`src/rtl/ccff_cfg_pkg.sv`:
```
// Shared definitions for the configuration-chain loader: FSM state encoding
// and the smallest legal parameter values.
package ccff_cfg_pkg;

    typedef enum logic [1:0] {
        ST_IDLE  = 2'd0,
        ST_LOAD  = 2'd1,
        ST_FLUSH = 2'd2,
        ST_DONE  = 2'd3
    } ccff_state_e;

    localparam int unsigned MIN_CHAIN_LEN = 2;
    localparam int unsigned MIN_WORD_W    = 2;

endpackage

```
`src/rtl/ccff_word_serializer.sv`:
```
// One-word buffer that hands out its bits LSB first, with a valid/ready
// input side that can refill on the same cycle the last bit leaves.
module ccff_word_serializer
    import ccff_cfg_pkg::*;
#(
    parameter int WORD_W = 32
) (
    input  logic              clk_i,
    input  logic              rst_ni,
    input  logic              clr_i,
    input  logic              en_i,
    input  logic              take_i,
    input  logic [WORD_W-1:0] in_data_i,
    input  logic              in_valid_i,
    output logic              in_ready_o,
    output logic              bit_o,
    output logic              full_o
);

    localparam int IDX_W = (WORD_W > int'(MIN_WORD_W)) ? $clog2(WORD_W) : 1;
    localparam logic [IDX_W-1:0] LAST_IDX = IDX_W'(WORD_W - 1);

    logic [WORD_W-1:0] word_q;
    logic [IDX_W-1:0]  idx_q;
    logic              full_q;
    logic              last;
    logic              accept;

    assign last       = (idx_q == LAST_IDX);
    assign in_ready_o = en_i && (!full_q || (take_i && last));
    assign accept     = in_valid_i && in_ready_o;
    assign bit_o      = word_q[idx_q];
    assign full_o     = full_q;

    always_ff @(posedge clk_i or negedge rst_ni) begin
        if (!rst_ni) begin
            full_q <= 1'b0;
            idx_q  <= '0;
        end else if (clr_i) begin
            full_q <= 1'b0;
            idx_q  <= '0;
        end else if (accept) begin
            full_q <= 1'b1;
            idx_q  <= '0;
        end else if (take_i) begin
            if (last) begin
                full_q <= 1'b0;
            end
            idx_q <= idx_q + IDX_W'(1);
        end
    end

    // Payload needs no reset: it is only read while full_q is set.
    always_ff @(posedge clk_i) begin
        if (accept) begin
            word_q <= in_data_i;
        end
    end

endmodule

```
`src/rtl/ccff_chain_loader.sv`:
```
// Streams a bitstream into a CCDFF configuration chain one bit per enabled
// clock, then releases CFGE once exactly CHAIN_LEN bits have been shifted.
module ccff_chain_loader
    import ccff_cfg_pkg::*;
#(
    parameter int CHAIN_LEN = 1024,
    parameter int WORD_W    = 32
) (
    input  logic              CLK,
    input  logic              RESET_B,
    input  logic              start,
    input  logic [WORD_W-1:0] in_data,
    input  logic              in_valid,
    output logic              in_ready,
    output logic              cfg_head,
    output logic              cfg_shift_en,
    output logic              cfge,
    output logic              busy,
    output logic              done
);

    localparam int CNT_W = $clog2(CHAIN_LEN + 1);
    localparam logic [CNT_W-1:0] CNT_FULL = CNT_W'(CHAIN_LEN);
    localparam logic [CNT_W-1:0] CNT_LAST = CNT_W'(CHAIN_LEN - 1);

    ccff_state_e      state_q, state_d;
    logic [CNT_W-1:0] cnt_q, cnt_d;
    logic             head_q, head_d;
    logic             shift_q, shift_d;
    logic             cfge_q, cfge_d;
    logic             done_q, done_d;

    logic ser_bit;
    logic ser_full;
    logic ser_en;
    logic ser_clr;
    logic take;
    logic in_load;

    assign in_load = (state_q == ST_LOAD);
    assign take    = in_load && ser_full && (cnt_q != CNT_FULL);
    // Refuse a new word once the buffered one already holds the final bit,
    // so surplus bits never enter the buffer at all.
    assign ser_en  = in_load && (cnt_q != CNT_FULL) && !(ser_full && (cnt_q == CNT_LAST));
    assign ser_clr = !in_load;

    ccff_word_serializer #(
        .WORD_W (WORD_W)
    ) u_ser (
        .clk_i      (CLK),
        .rst_ni     (RESET_B),
        .clr_i      (ser_clr),
        .en_i       (ser_en),
        .take_i     (take),
        .in_data_i  (in_data),
        .in_valid_i (in_valid),
        .in_ready_o (in_ready),
        .bit_o      (ser_bit),
        .full_o     (ser_full)
    );

    always_ff @(posedge CLK or negedge RESET_B) begin
        if (!RESET_B) begin
            state_q <= ST_IDLE;
            cnt_q   <= '0;
            head_q  <= 1'b0;
            shift_q <= 1'b0;
            cfge_q  <= 1'b0;
            done_q  <= 1'b0;
        end else begin
            state_q <= state_d;
            cnt_q   <= cnt_d;
            head_q  <= head_d;
            shift_q <= shift_d;
            cfge_q  <= cfge_d;
            done_q  <= done_d;
        end
    end

    always_comb begin
        state_d = state_q;
        cnt_d   = cnt_q;
        cfge_d  = cfge_q;
        done_d  = 1'b0;
        head_d  = 1'b0;
        shift_d = 1'b0;
        case (state_q)
            ST_IDLE, ST_DONE: begin
                if (start) begin
                    state_d = ST_LOAD;
                    cnt_d   = '0;
                    cfge_d  = 1'b0;
                end
            end
            ST_LOAD: begin
                // cnt_q counts bits already committed to the output register,
                // so the last shift is visible while still in LOAD.
                if (cnt_q == CNT_FULL) begin
                    state_d = ST_FLUSH;
                end else if (take) begin
                    head_d  = ser_bit;
                    shift_d = 1'b1;
                    cnt_d   = cnt_q + CNT_W'(1);
                end
            end
            ST_FLUSH: begin
                state_d = ST_DONE;
                cfge_d  = 1'b1;
                done_d  = 1'b1;
            end
            default: begin
                state_d = ST_IDLE;
            end
        endcase
    end

    assign cfg_head     = head_q;
    assign cfg_shift_en = shift_q;
    assign cfge         = cfge_q;
    assign done         = done_q;
    assign busy         = (state_q == ST_LOAD) || (state_q == ST_FLUSH);

endmodule

```
`config.mk`:
```
export PLATFORM = sky130hd
export DESIGN_NAME = ccff_chain_loader
export DESIGN_NICKNAME = d
export VERILOG_FILES = /design/src/rtl/ccff_cfg_pkg.sv /design/src/rtl/ccff_word_serializer.sv /design/src/rtl/ccff_chain_loader.sv
export SDC_FILE = /design/constraint.sdc
export NUM_CORES = 1
export LEC_CHECK = 0
export BUFFER_PORTS_ARGS = -buffer_cell sky130_fd_sc_hd__buf_2
export CAP_MARGIN = 0
export CELL_PAD_IN_SITES_DETAIL_PLACEMENT = 1
export CELL_PAD_IN_SITES_GLOBAL_PLACEMENT = 2
export CORE_MARGIN = 2
export CORE_UTILIZATION = 28
export DETAILED_ROUTE_END_ITERATION = 6
export GPL_TIMING_DRIVEN = 0
export PLACE_DENSITY = 0.68
export SETUP_SLACK_MARGIN = 0.02
export SYNTH_ARGS = -nofsm -noshare
export SYNTH_HDL_FRONTEND = slang
export SYNTH_SLANG_ARGS = --single-unit
```
`constraint.sdc`:
```
create_clock -name CLK -period 9.8 [get_ports CLK]
set_clock_uncertainty 0.2 [all_clocks]
set_input_delay 1.96 -clock CLK [delete_from_list [all_inputs] [get_ports CLK]]
set_output_delay 1.96 -clock CLK [all_outputs]
set_load 0.01 [all_outputs]
```
==> metrics.yaml <==
status:
  status: "complete, no violations"
setup_path:
  cp.required_ns: 7.64
  r2r-start: "cnt_q[0]"
  max_stage_delay_ns: 0.65
  cp.depth: 7
  cp_max_fo: 8
  r2r_end: "u_ser.word_q[29]"
  r2r_slack_ns: 6.84
  path_delay_family: "simple AND/OR/NAND/NOR gates"
  worstPathArrival_ns: 2.45
  slowest_stage: "nor4b_2"
  crit_type: "reg2out"
  end_kind: "output pin"
  crit_path_start_kind: "register"
  ff2ff_path_depth: 8
  path_buf_inv: 2
  endpoint: "in_ready"
  path_cells: "inv_1 -> ha_1 -> nor4b_2 -> nand3_1 -> nand2_1 -> a21oi_1 -> buf_2"
  crit_start: "cnt_q[0]"
route:
  vias: 1854
  drc: 0
  routedWlPerCell_microns: 16.2
  via_per_inst: 5.11
  drt-initial-drc-count: 78
  drt-total-wl_mm: 5.88
  ant_nets: 0
  firstDrtPassIters: 5
cts:
  cts-htree-levels: 2
  postCtsHoldBufs: 0
  numCtsBuffers: 5
  ctsResizeCount: 0
  clockBufferDepth: 2
  cts_setup_buffers: 0
  cts_sinks: 55
  clk_pin_slew_ns: 0.11
  cts_tree: "done"
  root_buffer: "clkbuf_8"
  insertion_delay_ns: 0.31
timing:
  clock.fmax_ghz: 0.217
  hold_viol_final: 0
  whs_ns: 0.350
  fin_crit_sh_pct: 47.0
  tightestPinTransition_ns: 0.822
  rsz0062_at_grt: "no"
  setup_viol: 0
  period_needed_ns: 4.61
  relSlewSlack_pct: 44.9
  setup_tns_ns: 0
  final_max_slew_viol_count: 0
die:
  die_x_microns: 101
  fp.dieH_microns: 101
  fp.dieArea_sq_um: 10300
  coreArea_sq_um: 9200
  ios: 42
  initial_utilization_pct: 28.8
  rows: 35
yosys:
  syn_area_per_cell_sq_um: 13.2
  synth_seq_cells: 55
  netlist_area_sq_um: 2650
  synthCells: 201
  ys_seq_area_share_pct: 58.0
  syn_nets: 244
  ys_warn_count: 0
  synth.distinct_cells: 38
grt:
  grt_pass1_wl_mm: 10.3
  grt_start_max_net_pins: 24
  grt_pass1_vias: 1973
  grt-ovfl-total: 0
  antenna_found_initial: 0
  grt_use_total_pct: 12.9
layout:
  drive_gt1_share_pct: 27.8
  fin_cells: 363
  fill_cells: 1028
  antenna_cells: 0
  fin_nets: 294
  syn2layout_area_growth_pct: 17.7
run:
  maxCapViolations: 0
placed_design:
  io_buffers: 41
  dp_cells: 355
  routabilityCongestion: 0.727
  dp_hpwl_mm: 4.26
power:
  powerDensity_nw_per_um2: 223
  peakVddDrop_v: 0.0000716
  p_leak_nw: 1.24
hold_path:
  hold_class: "reg2reg"
[report_power, final]
part / leakage (nW) / internal, mW / switching (mW)
logic: 0.618 / 0.112 / 0.117
registers: 0.566 / 0.285 / 0.0421
clock network: 0.0506 / 0.0537 / 0.0848
[layer usage]
metal  share of wire, %  wire [microns]  up-vias  global-route usage [%]
met3                2.6             154        6                    2.00
met2                 49            2870       30                    21.3
met4                1.2              71        0                    3.74
met1                 47            2780      938                    17.6
met5                  0               0        -                       0
li1                   -               -      880                       -
[synth_stat cells, drive strengths merged]
cell    number  area [sq um]
a21oi       14          70.1
a22o         1          8.76
a311oi       3          26.3
a31oi        4          25.0
and2         1          6.26
and3         4          25.0
and4         1          11.3
buf          6          47.5
clkinv       1          3.75
dfrtp       23           576
edfxtp      32           961
ha           7          87.6
inv          9          33.8
mux2         1          11.3
mux2i        9          90.1
mux4         9           210
nand2       18          67.6
nand2b       4          25.0
nand3        8          40.0
nand4        3          18.8
nor2         6          22.5
nor2b        4          25.0
nor3         4          25.0
nor4         3          33.8
nor4b        2          38.8
o211ai       2          15.0
o21a         1          7.51
o21ai        5          25.0
o22ai        5          31.3
o31ai        6          45.0
or4          5          37.5
[state kept, by name, summed over array words and instances, names as in the netlist]
name and flops:
cfg_head 1, cfg_shift_en 1, cfge 1, cnt_q 11
done 1, state_q 2, u_ser.full_o 1, u_ser.idx_q 5
u_ser.word_q 32
[metrics by stage]
stage | power (mW) | setup slack (ns) | cell area [sq um] | utilization [%]
detailed placement | 0.566 | 5.52 | 3020 | 32.9
global placement | 0.558 | 3.78 | 3000 | 32.6
CTS | 0.708 | 5.14 | 3120 | 33.9
finish | 0.695 | 5.19 | 3120 | 33.9
floorplan | 0.496 | 4.80 | 2650 | -
global route | 0.750 | 5.00 | 3120 | 33.9
[worst reg2reg max path, cell delays in order (launching register included)]
cell,delay (ns)
dfrtp_1,0.45
inv_1,0.10
ha_1,0.21
nor4b_2,0.22
nand3_1,0.19
nand2_1,0.14
nor3_2,0.72
buf_6,0.27
buf_6,0.18
[layout by cell type, fill, tap and decap left out, drive strengths merged]
cell type / instances
a21oi: 14
a22o: 1
a311oi: 3
a31oi: 4
and2: 1
and3: 4
and4: 1
buf: 49
clkbuf: 5
clkinv: 2
dfrtp: 23
edfxtp: 32
ha: 7
inv: 11
mux2: 1
mux2i: 9
mux4: 9
nand2: 18
nand2b: 4
nand3: 8
nand4: 3
nor2: 6
nor2b: 4
nor3: 4
nor4: 3
nor4b: 2
o211ai: 2
o21a: 1
o21ai: 5
o22ai: 5
o31ai: 6
or4: 5
[cells by family (layout without fill, tap and decap cells)]
logic type / Yosys count / in the layout / synth area share (%)
simple gates: 63 / 63 / 14.2
flops: 55 / 55 / 58.0
compound gates: 41 / 41 / 9.58
mux: 19 / 19 / 11.8
buf+inv: 16 / 67 / 3.21
fa+ha+maj: 7 / 7 / 3.30
[layout make-up]
type	count	area, sq um	area share (%)
Inverter	10	37.5	1.20
Tap cell	111	139	4.45
Buffer	6	47.5	1.52
Sequential cell	55	1540	49.2
Clock inverter	3	28.8	0.922
Clock buffer	5	68.8	2.21
Timing Repair Buffer	43	228	7.30
Multi-Input combinational cell	130	1030	33.2
[how the worst min path moves through the flow]
stage          startpoint    endpoint  cells after the start
6_report       state_q[1]  state_q[1]                      1
3_5_place_dp   state_q[1]  state_q[1]                      1
3_3_place_gp   state_q[1]  state_q[1]                      1
5_1_grt        state_q[1]  state_q[1]                      1
2_1_floorplan   cnt_q[10]   cnt_q[10]                      1
4_1_cts        state_q[1]  state_q[1]                      1
(Power assumes the default switching activity.)
